[src/rtl/i2c_master_byte_ctrl.sv]
// Single-byte I2C master: START, 7-bit address + R/W, one data byte (write or read), STOP.
// SCL is built from quarter-periods of CLK_DIV clocks; SDA is open-drain through sda_oe.
module i2c_master_byte_ctrl #(
  parameter int unsigned CLK_DIV = 4
) (
  input  logic       clk,
  input  logic       rst,
  input  logic       start,
  input  logic [6:0] addr,
  input  logic       rw,
  input  logic [7:0] wdata,
  input  logic       sda_in,
  output logic       scl,
  output logic       sda_oe,
  output logic       busy,
  output logic       done,
  output logic       ack_err,
  output logic [7:0] rdata
);

  localparam int unsigned CW = (CLK_DIV > 1) ? $clog2(CLK_DIV) : 1;
  localparam logic [CW-1:0] CntLast = CW'(CLK_DIV - 1);

  typedef enum logic [3:0] {
    StIdle,
    StStart,
    StAddr,
    StAddrAck,
    StWrData,
    StWrAck,
    StRdData,
    StRdNack,
    StStop
  } state_e;

  state_e          state_q, state_d;
  logic [1:0]      quarter_q, quarter_d;
  logic [2:0]      bit_q, bit_d;
  logic [CW-1:0]   cnt_q, cnt_d;
  logic [7:0]      addr_rw_q;
  logic [7:0]      wdata_q;
  logic            sda_smp_q;

  logic            accept;
  logic            quarter_end;
  logic            sample_now;
  logic            scl_d;
  logic            sda_oe_d;

  // done gates acceptance so a start coinciding with the done pulse is dropped.
  assign accept      = (state_q == StIdle) && start && !done;
  assign quarter_end = (cnt_q == CntLast);
  assign sample_now  = (state_q != StIdle) && quarter_end && (quarter_q == 2'd2);

  always_comb begin
    state_d   = state_q;
    quarter_d = quarter_q;
    bit_d     = bit_q;
    cnt_d     = cnt_q;
    if (state_q == StIdle) begin
      if (accept) begin
        state_d   = StStart;
        quarter_d = '0;
        bit_d     = '0;
        cnt_d     = '0;
      end
    end else if (!quarter_end) begin
      cnt_d = cnt_q + CW'(1);
    end else begin
      cnt_d     = '0;
      quarter_d = quarter_q + 2'd1;
      if (quarter_q == 2'd3) begin
        bit_d = '0;
        unique case (state_q)
          StStart: state_d = StAddr;
          StAddr: begin
            if (bit_q == 3'd7) state_d = StAddrAck;
            else               bit_d   = bit_q + 3'd1;
          end
          StAddrAck: begin
            if (sda_smp_q)         state_d = StStop;
            else if (addr_rw_q[0]) state_d = StRdData;
            else                   state_d = StWrData;
          end
          StWrData: begin
            if (bit_q == 3'd7) state_d = StWrAck;
            else               bit_d   = bit_q + 3'd1;
          end
          StWrAck: state_d = StStop;
          StRdData: begin
            if (bit_q == 3'd7) state_d = StRdNack;
            else               bit_d   = bit_q + 3'd1;
          end
          StRdNack: state_d = StStop;
          StStop:   state_d = StIdle;
          default:  state_d = StIdle;
        endcase
      end
    end
  end

  // Bus levels for the coming cycle, so scl/sda_oe can be registered without lag.
  always_comb begin
    scl_d    = 1'b1;
    sda_oe_d = 1'b0;
    unique case (state_d)
      StIdle: begin
        scl_d    = 1'b1;
        sda_oe_d = 1'b0;
      end
      StStart: begin
        scl_d    = 1'b1;
        sda_oe_d = quarter_d[1];
      end
      StAddr: begin
        scl_d    = quarter_d[1];
        sda_oe_d = ~addr_rw_q[3'd7 - bit_d];
      end
      StWrData: begin
        scl_d    = quarter_d[1];
        sda_oe_d = ~wdata_q[3'd7 - bit_d];
      end
      StStop: begin
        scl_d    = quarter_d[1];
        sda_oe_d = (quarter_d != 2'd3);
      end
      default: begin
        scl_d    = quarter_d[1];
        sda_oe_d = 1'b0;
      end
    endcase
  end

  always_ff @(posedge clk) begin
    if (rst) begin
      state_q   <= StIdle;
      quarter_q <= '0;
      bit_q     <= '0;
      cnt_q     <= '0;
      addr_rw_q <= '0;
      wdata_q   <= '0;
      sda_smp_q <= 1'b1;
      scl       <= 1'b1;
      sda_oe    <= 1'b0;
      busy      <= 1'b0;
      done      <= 1'b0;
      ack_err   <= 1'b0;
      rdata     <= '0;
    end else begin
      state_q   <= state_d;
      quarter_q <= quarter_d;
      bit_q     <= bit_d;
      cnt_q     <= cnt_d;
      scl       <= scl_d;
      sda_oe    <= sda_oe_d;
      busy      <= (state_d != StIdle);
      done      <= (state_q == StStop) && (state_d == StIdle);
      if (accept) begin
        addr_rw_q <= {addr, rw};
        wdata_q   <= wdata;
        ack_err   <= 1'b0;
      end
      if (sample_now) begin
        sda_smp_q <= sda_in;
        if ((state_q == StAddrAck || state_q == StWrAck) && sda_in) begin
          ack_err <= 1'b1;
        end
        if (state_q == StRdData) begin
          rdata <= {rdata[6:0], sda_in};
        end
      end
    end
  end

endmodule

[config.mk]
export PLATFORM = sky130hd
export DESIGN_NAME = i2c_master_byte_ctrl
export DESIGN_NICKNAME = d
export VERILOG_FILES = /design/src/rtl/i2c_master_byte_ctrl.sv
export SDC_FILE = /design/constraint.sdc
export NUM_CORES = 1
export LEC_CHECK = 0
export ABC_AREA = 1
export CAP_MARGIN = 20
export CORE_MARGIN = 4
export CORE_UTILIZATION = 50
export DETAILED_ROUTE_END_ITERATION = 12
export HOLD_SLACK_MARGIN = 0.05
export PLACE_DENSITY = 0.79
export SYNTH_ARGS = -nofsm -noshare
export SYNTH_HDL_FRONTEND = slang
export SYNTH_SLANG_ARGS = --single-unit
[constraint.sdc]
create_clock -name clk -period 2.4 [get_ports clk]
set_input_delay 0.48 -clock clk [delete_from_list [all_inputs] [get_ports clk]]
set_output_delay 0.48 -clock clk [all_outputs]
set_load 0.005 [all_outputs]
==> qor.csv <==
stage,metric,value,unit
outcome,status,completed,
layout,fin_util,63.1,%
sta,tns,0,ns
layout,layout_common_cells,"72 x nor2_1, 41 x dfxtp_1, 34 x nand2_1",
clock_network,cts_setup_buffers,0,
clock_network,cts_resized,0,
synth,synth_area_leader_cell,dfxtp_1,
clock_network,cts_tree,built,
setup_path,reg2reg_from,quarter_q[1],
layout,nFillCells,354,
synth,synthCells,278,
placement,io_buffers,32,
die,die_y,72.2,um
die,die_w,72.2,um
synth,ys_types,33,
job,cap_violations,0,
clock_network,clock_sinks,41,
sta,period_needed,2.01,ns
setup_path,end_kind,register,
sta,setup_viol,0,
drt,viasPerCell,5.16,
sta,rsz0062_at_grt,false,
sta,skew,0.00522,ns
drt,wirelength,4.46,mm
clock_network,htree_levels,2,
sta,fmax,0.498,GHz
sta,relSlewSlack,73.5,%
grt,grt_pass1_vias,1737,
power_and_ir_drop,power_leakage,1.03,nW
grt,grt_max_degree,24,
synth,synth_edf_count,0,
power_and_ir_drop,ir_worst_vdd,0.000432,V
die,dieArea,5210,um2
setup_path,endpoint,sda_oe,
drt,final_antenna_net_count,0,
synth,syn_nets,303,
drt,post-route-drc-count,0,
die,fp.coreArea,4000,um2
grt,grt_antenna_before_repair,0,
clock_network,cts-root-buf,clkbuf_8,
synth,yosysWarnings,0,
grt,grt_overflow_total,0,
synth,ys.flop_type,dfxtp_1,
clock_network,clockBufferDepth,2,
clock_network,insertion_delay,0.29,ns
synth,async_flop_share,0,%
setup_path,cp-start-kind,primary input,
layout,final_area,2520,um2
setup_path,path_class,in2reg,
drt,routedWlPerCell,12.2,um
layout,antenna_cells,0,
synth,postSynthAreaPerCell,7.41,um2
sta,finalCritPeriodShare,83.7,%
synth,synth_top_area_share,39.9,%
synth,synth.cell_area,2060,um2
placement,gp_congestion,0.944,
layout,final_common_cell,nor2_1,
setup_path,cp.required,2.60,ns
grt,grt_pass1_wl,7.75,mm
sta,drv_slew,0,
setup_path,cp_max_fo,14,
setup_path,rrSetupSlack,0.54,ns
clock_network,cts-buffers-inserted,5,
setup_path,rr_endpoint,sda_oe,
clock_network,postCtsHoldBufs,0,
die,start_util,51.5,%
placement,dpl-instance-area,2440,um2
placement,dp_hpwl,3.33,mm
layout,syn2layout_area_growth,22.5,%
sta,finalHoldViolCount,0,
grt,track_usage,18.7,%
layout,drive_above_1_share,11.7,%
setup_path,reg2reg_depth,14,
min_path,holdPathStages,2,
drt,dr_total_vias,1887,
layout,nets,341,
setup_path,crit_arrival,2.21,ns
drt,drt_iter0_drc,108,
synth,ys_seq_area_share,39.9,%
clock_network,clkTransAtPathRegs,0.07,ns
power_and_ir_drop,p_per_area,529,nW/um2
setup_path,crit_start,start,
synth,ys_ff_latch,41,
drt,firstDrtPassIters,4,
min_path,min_path_type,reg2reg,
die,io_pins,33,
power_and_ir_drop,power,1.34,mW
sta,worst_pin_slew,0.394,ns
die,row_count,23,
synth,synth_area_leaders,"dfxtp_1 40%, nor2_1 13%, nand3_1 7.5%",
metrics by stage:
| stage | std cells | hold slack (ns) | setup slack (ns) |
|---|---|---|---|
| after floorplan | 278 | 0.437 | 0.741 |
| after global placement | 359 | 0.459 | 0.136 |
| after detailed placement | 359 | 0.465 | 0.0760 |
| after CTS | 366 | 0.477 | 0.388 |
| after global routing | 366 | 0.498 | 0.206 |
| final | 366 | 0.470 | 0.390 |
cells in the mapped netlist, types with 3 or more instances:
| library cell | instances |
|---|---|
| nor2_1 | 72 |
| nand2_2 | 6 |
| nand2_4 | 5 |
| o21ai_0 | 26 |
| a21oi_1 | 4 |
| nand3_1 | 31 |
| dfxtp_1 | 41 |
| ha_1 | 5 |
| nand2_1 | 34 |
| inv_1 | 20 |
| inv_2 | 3 |
| nor2_4 | 4 |
| clkbuf_1 | 3 |
cell type report:
| cell class | instances | area, um2 | area share [%] |
|---|---|---|---|
| Inverter | 24 | 92.6 | 3.67 |
| Tap cell | 50 | 62.6 | 2.48 |
| Multi-Input combinational cell | 207 | 1100 | 43.7 |
| Clock buffer | 7 | 86.3 | 3.42 |
| Timing Repair Buffer | 37 | 358 | 14.2 |
| Sequential cell | 41 | 821 | 32.5 |
flip-flops by register name (all words and copies together), names as in the netlist:
name	flops
addr_rw_q	8
rdata	8
wdata_q	8
state_q	4
bit_q	3
cnt_q	2
quarter_q	2
ack_err	1
busy	1
done	1
scl	1
sda_oe	1
sda_smp_q	1
worst min path at each step:
stage	start	to	slack (ns)
5_1_grt	cnt_q[1]	cnt_q[1]	0.50
3_5_place_dp	cnt_q[1]	cnt_q[1]	0.47
4_1_cts	cnt_q[1]	cnt_q[1]	0.48
3_3_place_gp	cnt_q[1]	cnt_q[1]	0.46
2_1_floorplan	cnt_q[1]	cnt_q[1]	0.44
6_report	cnt_q[1]	cnt_q[1]	0.47
where the power goes:
group	total, mW	switching [mW]	internal [mW]
Sequential	0.729	0.0198	0.709
Clock	0.452	0.223	0.228
Combinational	0.155	0.0817	0.0733
Total	1.34	0.325	1.01
worst max-delay path: stages:
cell and delay (ns):
clkdlybuf4s50_1 0.46, inv_1 0.06, nor2_4 0.14, nand3_4 0.21, nand2_2 0.18, nand2_4 0.12, nand2_8 0.11, nand2_2 0.05
nand3_1 0.06, nand3_1 0.08, nand3_1 0.09, nand3_1 0.07, nand2_1 0.06, inv_1 0.03
layer usage:
metal	vias to the layer above	GRT usage, %	wire length [um]
met5	-	0	0
met4	0	7.52	83
met3	10	4.99	231
met2	54	28.9	2040
met1	838	24.7	2100
li1	985	-	-
cells by family (layout without fill, tap and decap cells):
logic type | Yosys count | count (layout) | synth area share (%)
AND/OR/NAND/NOR | 158 | 158 | 37.4
AO/OA/AOI/OAI | 43 | 43 | 12.6
flip-flops | 41 | 41 | 39.9
buffers and inverters | 30 | 68 | 6.62
adder cells (fa/ha/maj) | 5 | 5 | 3.04
multiplexers | 1 | 1 | 0.486
Note: power is estimated with default switching activity, not from simulation.
